`src/rtl/bp_l15_pkg.sv`:
```
// Shared types and constants for the L1.5 fill encoder: packet layouts,
// cache-memory opcodes and the L1.5 return type that carries a line fill.
package bp_l15_pkg;

    localparam int INDEX_W = 6;
    localparam int TAG_W   = 28;
    localparam int WAY_W   = 3;
    localparam int LINE_W  = 512;
    localparam int BEAT_W  = 128;

    localparam logic [3:0] LOAD_RET     = 4'b0000;
    localparam logic [1:0] DATA_WRITE   = 2'b01;
    localparam logic [1:0] TAG_SET      = 2'b10;
    localparam logic [1:0] STAT_SET_LRU = 2'b11;
    localparam logic [2:0] COH_E        = 3'b010;

    typedef enum logic [1:0] {
        IDLE      = 2'd0,
        WAIT_DATA = 2'd1,
        SEND      = 2'd2
    } fill_state_e;

    typedef struct packed {
        logic [1:0]         opcode;
        logic [INDEX_W-1:0] index;
        logic [WAY_W-1:0]   way;
        logic [LINE_W-1:0]  line;
    } data_mem_pkt_s;

    typedef struct packed {
        logic [1:0]         opcode;
        logic [INDEX_W-1:0] index;
        logic [WAY_W-1:0]   way;
        logic [2:0]         state;
        logic [TAG_W-1:0]   tag;
    } tag_mem_pkt_s;

    typedef struct packed {
        logic [1:0]         opcode;
        logic [INDEX_W-1:0] index;
        logic [WAY_W-1:0]   way;
    } stat_mem_pkt_s;

endpackage

```
`src/rtl/bp_l15_fill_encoder_if.sv`:
```
// The three cache-memory packet channels (packet, valid, yumi) as one bundle.
interface bp_l15_fill_encoder_if;
    import bp_l15_pkg::*;

    data_mem_pkt_s data_pkt;
    logic          data_v;
    logic          data_yumi;
    tag_mem_pkt_s  tag_pkt;
    logic          tag_v;
    logic          tag_yumi;
    stat_mem_pkt_s stat_pkt;
    logic          stat_v;
    logic          stat_yumi;

    modport master (
        output data_pkt, data_v, tag_pkt, tag_v, stat_pkt, stat_v,
        input  data_yumi, tag_yumi, stat_yumi
    );

    modport slave (
        input  data_pkt, data_v, tag_pkt, tag_v, stat_pkt, stat_v,
        output data_yumi, tag_yumi, stat_yumi
    );

endinterface

```
`src/rtl/bp_l15_pkt_issue.sv`:
```
// Valid/yumi tracker for the data, tag and stat packet channels: all three
// valids rise together on start and each drops after its own yumi.
module bp_l15_pkt_issue
    import bp_l15_pkg::*;
(
    input  logic                         clk,
    input  logic                         rst,
    input  logic                         start,
    input  data_mem_pkt_s                data_pkt,
    input  tag_mem_pkt_s                 tag_pkt,
    input  stat_mem_pkt_s                stat_pkt,
    output logic                         done,
    bp_l15_fill_encoder_if.master        mem
);

    logic data_v;
    logic tag_v;
    logic stat_v;
    logic data_left;
    logic tag_left;
    logic stat_left;

    // A yumi only retires a channel whose valid is currently high.
    assign data_left = data_v & ~mem.data_yumi;
    assign tag_left  = tag_v  & ~mem.tag_yumi;
    assign stat_left = stat_v & ~mem.stat_yumi;

    assign done = (data_v | tag_v | stat_v) & ~(data_left | tag_left | stat_left);

    always_ff @(posedge clk or posedge rst) begin
        if (rst) begin
            data_v <= 1'b0;
            tag_v  <= 1'b0;
            stat_v <= 1'b0;
        end else if (start) begin
            data_v <= 1'b1;
            tag_v  <= 1'b1;
            stat_v <= 1'b1;
        end else begin
            data_v <= data_left;
            tag_v  <= tag_left;
            stat_v <= stat_left;
        end
    end

    assign mem.data_v   = data_v;
    assign mem.tag_v    = tag_v;
    assign mem.stat_v   = stat_v;
    assign mem.data_pkt = data_pkt;
    assign mem.tag_pkt  = tag_pkt;
    assign mem.stat_pkt = stat_pkt;

endmodule

```
`src/rtl/bp_l15_fill_encoder.sv`:
```
// Collects four 128-bit L1.5 load returns into a cache line for a captured
// miss, then issues data/tag/stat write packets to the cache memories.
module bp_l15_fill_encoder
    import bp_l15_pkg::*;
(
    input  logic         clk_i,
    input  logic         reset_i,

    input  logic         miss_v_i,
    input  logic [39:0]  miss_addr_i,
    input  logic [2:0]   lru_way_i,
    output logic         miss_ready_o,

    input  logic         l15_transducer_val,
    input  logic [3:0]   l15_transducer_returntype,
    input  logic [63:0]  l15_transducer_data_0,
    input  logic [63:0]  l15_transducer_data_1,
    output logic         transducer_l15_req_ack,

    output logic [522:0] data_mem_pkt_o,
    output logic         data_mem_pkt_v_o,
    input  logic         data_mem_pkt_yumi_i,
    output logic [41:0]  tag_mem_pkt_o,
    output logic         tag_mem_pkt_v_o,
    input  logic         tag_mem_pkt_yumi_i,
    output logic [10:0]  stat_mem_pkt_o,
    output logic         stat_mem_pkt_v_o,
    input  logic         stat_mem_pkt_yumi_i,

    output logic         fill_done_o
);

    fill_state_e        state;
    logic [1:0]         beat_cnt;
    logic [INDEX_W-1:0] index_r;
    logic [TAG_W-1:0]   tag_r;
    logic [WAY_W-1:0]   way_r;
    logic [LINE_W-1:0]  line_r;

    logic miss_hs;
    logic is_load_ret;
    logic beat_acc;
    logic last_beat;
    logic issue_done;
    logic unused_offset;

    data_mem_pkt_s data_pkt;
    tag_mem_pkt_s  tag_pkt;
    stat_mem_pkt_s stat_pkt;

    bp_l15_fill_encoder_if mem_if ();

    assign unused_offset = ^miss_addr_i[5:0];

    assign miss_ready_o = (state == IDLE) & ~reset_i;
    assign miss_hs      = miss_v_i & miss_ready_o;

    // Non-load returns are always swallowed; load returns stall until a fill is open.
    assign is_load_ret            = (l15_transducer_returntype == LOAD_RET);
    assign transducer_l15_req_ack = l15_transducer_val & ((state == WAIT_DATA) | ~is_load_ret);
    assign beat_acc               = l15_transducer_val & (state == WAIT_DATA) & is_load_ret;
    assign last_beat              = beat_acc & (beat_cnt == 2'd3);

    always_ff @(posedge clk_i or posedge reset_i) begin
        if (reset_i) begin
            state       <= IDLE;
            beat_cnt    <= 2'd0;
            fill_done_o <= 1'b0;
        end else begin
            fill_done_o <= 1'b0;
            case (state)
                IDLE: begin
                    if (miss_hs) begin
                        state    <= WAIT_DATA;
                        beat_cnt <= 2'd0;
                    end
                end
                WAIT_DATA: begin
                    if (beat_acc) begin
                        beat_cnt <= beat_cnt + 2'd1;
                        if (last_beat) begin
                            state <= SEND;
                        end
                    end
                end
                SEND: begin
                    if (issue_done) begin
                        state       <= IDLE;
                        fill_done_o <= 1'b1;
                    end
                end
                default: begin
                    state <= IDLE;
                end
            endcase
        end
    end

    // Miss context and line buffer are pure data; only the FSM decides when they load.
    always_ff @(posedge clk_i) begin
        if (miss_hs) begin
            index_r <= miss_addr_i[11:6];
            tag_r   <= miss_addr_i[39:12];
            way_r   <= lru_way_i;
            line_r  <= '0;
        end else if (beat_acc) begin
            line_r[{beat_cnt, 7'd0} +: BEAT_W] <= {l15_transducer_data_1, l15_transducer_data_0};
        end
    end

    always_comb begin
        data_pkt        = '0;
        data_pkt.opcode = DATA_WRITE;
        data_pkt.index  = index_r;
        data_pkt.way    = way_r;
        data_pkt.line   = line_r;

        tag_pkt         = '0;
        tag_pkt.opcode  = TAG_SET;
        tag_pkt.index   = index_r;
        tag_pkt.way     = way_r;
        tag_pkt.state   = COH_E;
        tag_pkt.tag     = tag_r;

        stat_pkt        = '0;
        stat_pkt.opcode = STAT_SET_LRU;
        stat_pkt.index  = index_r;
        stat_pkt.way    = way_r;
    end

    bp_l15_pkt_issue u_issue (
        .clk      (clk_i),
        .rst      (reset_i),
        .start    (last_beat),
        .data_pkt (data_pkt),
        .tag_pkt  (tag_pkt),
        .stat_pkt (stat_pkt),
        .done     (issue_done),
        .mem      (mem_if.master)
    );

    assign mem_if.data_yumi = data_mem_pkt_yumi_i;
    assign mem_if.tag_yumi  = tag_mem_pkt_yumi_i;
    assign mem_if.stat_yumi = stat_mem_pkt_yumi_i;

    assign data_mem_pkt_o   = mem_if.data_pkt;
    assign data_mem_pkt_v_o = mem_if.data_v;
    assign tag_mem_pkt_o    = mem_if.tag_pkt;
    assign tag_mem_pkt_v_o  = mem_if.tag_v;
    assign stat_mem_pkt_o   = mem_if.stat_pkt;
    assign stat_mem_pkt_v_o = mem_if.stat_v;

endmodule

```
`config.mk`:
```
export PLATFORM = sky130hd
export DESIGN_NAME = bp_l15_fill_encoder
export DESIGN_NICKNAME = d
export VERILOG_FILES = /design/src/rtl/bp_l15_pkg.sv /design/src/rtl/bp_l15_fill_encoder_if.sv /design/src/rtl/bp_l15_pkt_issue.sv /design/src/rtl/bp_l15_fill_encoder.sv
export SDC_FILE = /design/constraint.sdc
export NUM_CORES = 1
export LEC_CHECK = 0
export CAP_MARGIN = 0
export CORE_AREA = 2 2 295 297
export CTS_BUF_LIST = sky130_fd_sc_hd__clkbuf_16
export DETAILED_ROUTE_END_ITERATION = 10
export DIE_AREA = 0 0 297 299
export HOLD_SLACK_MARGIN = 0.02
export PLACE_DENSITY = 0.61
export SYNTH_ARGS = -nofsm -noshare
export SYNTH_HDL_FRONTEND = slang
export SYNTH_SLANG_ARGS = --single-unit
```
`constraint.sdc`:
```
create_clock -name clk_i -period 5.8 [get_ports clk_i]
set_input_delay 1.45 -clock clk_i [delete_from_list [all_inputs] [get_ports clk_i]]
set_output_delay 1.45 -clock clk_i [all_outputs]
set_load 0.05 [all_outputs]
```
After elaboration in Yosys (flattened, before gate mapping):

Index checks and enable logic that the tools add are counted.

* bitwise logic cells: 21
* mux-type cells: 14
* equality and inequality tests: 7
* shift-type cells: 2
* reductions and logical operators: 5
* add/subtract/negate cells: 2

Operator list (number)
* bitwise mux 512 bit: 1
* variable shift 128 x 11 -> 512 bit, first input constant: 1
* indexed part select 128 x 11 -> 512 bit: 1
* 2-to-1 mux 2 bit: 6
* negator 9 -> 11 bit: 1
* AND 1 bit: 10
* inequality test 2 bit, second input constant: 4
* inverter 1 bit: 6
* case mux 2 bit (3 select lines): 1
* 2-to-1 mux 1 bit: 5
* OR 1 bit: 5
* == test 2 bit, second input constant: 2
* zero test 4 bit: 1
* case mux 2 bit (2 select lines): 1
* AND reduction 4 bit: 1
* AND reduction 3 bit: 1
* adder 2 x 1 -> 2 bit, second input constant: 1
* == test 2 x 1 -> 1 bit, second input constant: 1
* zero test 2 bit: 1
* nonzero test 2 bit: 1

* bits of input ports: 182
* logic and storage cells: 61
* flip-flop bits (word level): 557
* output and inout bits: 582

Depth between registers and ports, before layout:

* word-level depth: 8
* gate-level depth with buffers: 8
* mapped depth without buffers: 5

By module:

A second synthesis with hierarchy kept.

* cell total of the unflattened synthesis: 2876
* area, all modules: 27676.5 um^2

Modules (own cells, without submodules)
* bp_l15_fill_encoder: cells each 2288, seq. area each 11486.0 um^2, area each 23217.3 um^2, times used 1
* bp_l15_pkt_issue: cells each 588, seq. area each 75.1 um^2, area each 4459.3 um^2, times used 1

Worst setup path after synthesis:

OpenSTA, ideal clock, no wires.

* kind: input to output
* start: in l15_transducer_returntype[1]
* end: out transducer_l15_req_ack
* stages: 4
* data required time: 4350 ps
* path slack: 1684 ps
* buffers on the path: 2
* data arrival time: 2666 ps
* cell sequence: or4_1 > buf_2 > clkbuf_1 > o21a_1

* word-level cells in the longest chain between the ends: 4

Ends and longest elaborated chain
* from (decl): line bp_l15_fill_encoder.sv:15 `input logic [3:0] l15_transducer_returntype,`
* zero test 4 bit: line bp_l15_fill_encoder.sv:59 `assign is_load_ret = (l15_transducer_returntype == LOAD_RET);`
* inverter 1 bit: line bp_l15_fill_encoder.sv:60 `assign transducer_l15_req_ack = l15_transducer_val & ((state == WAIT_DATA) | ~is_load_ret);`
* OR 1 bit: line bp_l15_fill_encoder.sv:60
* AND 1 bit: line bp_l15_fill_encoder.sv:60
* to (decl): line bp_l15_fill_encoder.sv:18 `output logic transducer_l15_req_ack,`

No other way between the ends.

Worst setup path after layout:

* start: in reset_i
* end: out miss_ready_o

* word-level cells in the longest chain between the ends: 2

Ends and longest elaborated chain
* from (decl): line bp_l15_fill_encoder.sv:7 `input logic reset_i,`
* inverter 1 bit: line bp_l15_fill_encoder.sv:55 `assign miss_ready_o = (state == IDLE) & ~reset_i;`
* AND 1 bit: line bp_l15_fill_encoder.sv:55
* to (decl): line bp_l15_fill_encoder.sv:12 `output logic miss_ready_o,`

No other way between the ends.

==> metrics.yaml <==
row_count: 108
cts-root-buf: "sky130_fd_sc_hd__clkbuf_16"
maxCapViolations: 0
core_outline_area_um2: 85900
clock_latency_ns: 0.61
cts.sink_count: 557
hold_depth: 2
cts_buf_count: 67
synthesis.instances: 2322
finalWeightedCongestion: 0.846
number_of_antenna_violations_at_the_first_check_in_global_routing: 5
ctsHtreeMaxLevel: 3
synth_top_family_by_area: "compound AO/OA/AOI/OAI gates"
postSynth.asyncResetShare_pct: 1.44
static-leakage-power_uw: 0.0117
crit-reg2reg-launch: "beat_cnt[0]"
cts_post_setup_buffers_inserted: 0
synthFlopType: "sky130_fd_sc_hd__dfxtp_1"
holdPathEnd: "line_r[491]"
final_common_cell: "sky130_fd_sc_hd__clkdlybuf4s50_1"
timing.setup.tns_ns: 0
path_cells: "clkdlybuf4s50_1, nor3_1, clkdlybuf4s50_1"
synth_adder_area_share_pct: 0.265
layout_common_cells: "sky130_fd_sc_hd__clkdlybuf4s50_1 (747), sky130_fd_sc_hd__dfxtp_1 (512), sky130_fd_sc_hd__nand2_1 (261)"
grt_pass1_wl_um: 138000
synthesized_area_fraction_occupied_by_ao_oa_aoi_and_oai_cells_pct: 17.2
hp-start: "line_r[491]"
report.final.slew_viol_count: 0
hold_path.class: "flop to flop"
yosysSeqAreaShare_pct: 49.0
worst_r2r_path_depth: 6
power.share.sequential_pct: 31.0
dr.pass1.iters: 5
power_switching_share_pct: 42.6
die_y_um: 299
pwr_cell_area_nw_per_um2: 424
cts_tree: "yes"
cpMostUsedCell: "sky130_fd_sc_hd__clkdlybuf4s50_1"
worst_setup_hold_path_clk_slew_ns: 0.06
pin_count_of_the_biggest_net_entering_global_routing: 164
initial_utilization_pct: 27.4
top_level_ports: 764
synthXorXnorAreaFrac_pct: 0
netlist-cell-type-count: 34
pwr-share-clk_pct: 28.5
worst_slew_pin_slew_ns: 1.09
detailedRoute.firstIterationViolations: 1606
final_period_minus_worst_setup_slack_ns: 4.67
place.port_buffers: 748
via_per_inst: 5.09
area_growth_pct: 42.8
final_core_util_pct: 39.2
timing.reg2reg.setup_slack_ns: 2.95
max_clock_freq_mhz: 214
peakVddDrop_uv: 329
synthesis.area_per_instance_um2: 10.2
synth_area_um2: 23600
synth_edf_count: 37
drc: 0
final-hold-violation-count: 0
yosys_warnings: 0
mean_routed_wirelength_per_cell_um: 23.2
internal_power_uw: 8180
synthMuxAreaShare_pct: 11.0
drive_gt1_share_pct: 6.09
finalNetCount: 3059
worst_r2r_dst: "line_r[13]"
cts_resized: 0
layout.filler_cells: 8572
crit_path_start_kind: "primary input"
relSlewSlack_pct: 27.1
critical-path-slowest-cell: "sky130_fd_sc_hd__clkdlybuf4s50_1"
layout_worst_path_cycle_share_pct: 80.5
share_comb_of_total_power_pct: 40.5
setup_viol_count_final: 0
ys_seq_elements: 557
die-width_um: 297
number_of_buffers_on_the_longest_clock_path: 3
highest_fanout_seen_on_the_critical_path: 3
synth-simple-area-share_pct: 15.7
critPathKind: "primary input to output port"
route.vias.total: 20800
worstPathRequired_ns: 4.35
grt_util_all_layers_pct: 20.3
die_area_um2: 88800
status: "finished, final reports clean"
rsz0062_at_grt: "no"
cts_hold_buf: 0
drt.antenna.violating_nets: 0
via_count_of_the_first_global_routing_pass: 20100
critical-path-max-stage-delay_ns: 0.93
overflow: 0
p_sw_uw: 6070
worst_ep_arrival_time_ns: 3.22
detail_route.wirelength_um: 94700
dp.final_hpwl_um: 62800
cp-end-kind: "output port"
sequential_cell_area_um2: 11600
area_of_the_multi_input_gates_um2: 10500
finClkSkew_ns: 0.0261
## worst max-delay path, delay by kind of cell
kind	cells	cell delay, ns
buffers and inverters	2	1.39
AND/OR/NAND/NOR	1	0.38
## cell families (layout without fill, tap and decap cells)
| logic type | Yosys count | count (layout) |
|---|---|---|
| AO/OA/AOI/OAI | 515 | 515 |
| adder cells (fa/ha/maj) | 5 | 5 |
| buffers and inverters | 316 | 911 |
| flip-flops | 557 | 557 |
| multiplexers | 258 | 258 |
| other | 2 | 12 |
| AND/OR/NAND/NOR | 669 | 669 |
## through the flow
stage | worst slack, ns | hold slack (ns) | cell area, um2 | power, uW | instances
after floorplan | 1.68 | 0.539 | 23600 | 8170 | 2329
after global placement | 1.12 | 0.440 | 31500 | 10300 | 3958
after detailed placement | 1.13 | 0.446 | 31500 | 10300 | 3958
after CTS | 1.12 | 0.456 | 33600 | 14400 | 4079
after global routing | 1.11 | 0.470 | 33600 | 14900 | 4080
final | 1.13 | 0.453 | 33600 | 14300 | 4082
## synth_stat cells (all sizes together), types with 2 or more instances
master	instances	share of area (%)
or2	2	0.074
edfxtp	37	4.7
ha	5	0.27
nand3b	128	4.1
nand2b	131	3.5
nor2	3	0.048
inv	5	0.080
nand4b	2	0.074
nand4	131	3.5
nand2	261	4.2
conb	2	0.032
o211ai	256	8.2
dfxtp	512	43
nand3	3	0.064
clkbuf	156	2.5
dfrtp	8	0.85
o31ai	256	9.0
buf	155	4.2
mux2i	257	11
nor2b	2	0.053
## flip-flops by register name, summed over array words and instances, names as in the netlist
register            flops
line_r                512
tag_r                  28
index_r                 6
way_r                   3
beat_cnt                2
state                   2
fill_done_o             1
u_issue.mem.data_v      1
u_issue.mem.stat_v      1
u_issue.mem.tag_v       1
## power groups by stage
stage               registers (uW)  clock network [uW]  logic (uW)
floorplan                     5680                   0        2490
global placement              4490                   0        5790
detailed placement            4500                   0        5800
CTS                           4420                4180        5810
global route                  4470                4330        6090
finish                        4420                4060        5770
## cell type report
type | count | share of cell area [%]
antenna | 3 | 0.0223
clock inverter | 52 | 1.15
timing repair buffer | 785 | 23.8
inverter | 5 | 0.0558
multi-input combinational | 1456 | 31.2
sequential | 557 | 34.4
tap | 1155 | 4.29
clock buffer | 69 | 5.13
## per-layer routing
| layer | GRT usage (%) | up-vias | share of wire [%] |
|---|---|---|---|
| met3 | 7.30 | 133 | 9.6 |
| li1 | - | 9661 | - |
| met1 | 25.2 | 10100 | 41 |
| met4 | 7.17 | 4 | 3.0 |
| met2 | 32.2 | 853 | 46 |
| met5 | 0 | - | 0.026 |
## worst max path at each step
stage / start / end / slack, ns
floorplan: l15_transducer_returntype[1] / transducer_l15_req_ack / 1.68
global placement: reset_i / miss_ready_o / 1.12
detailed placement: reset_i / miss_ready_o / 1.13
CTS: reset_i / miss_ready_o / 1.12
global route: reset_i / miss_ready_o / 1.11
finish: reset_i / miss_ready_o / 1.13
Power figures use the tool's default switching activity.
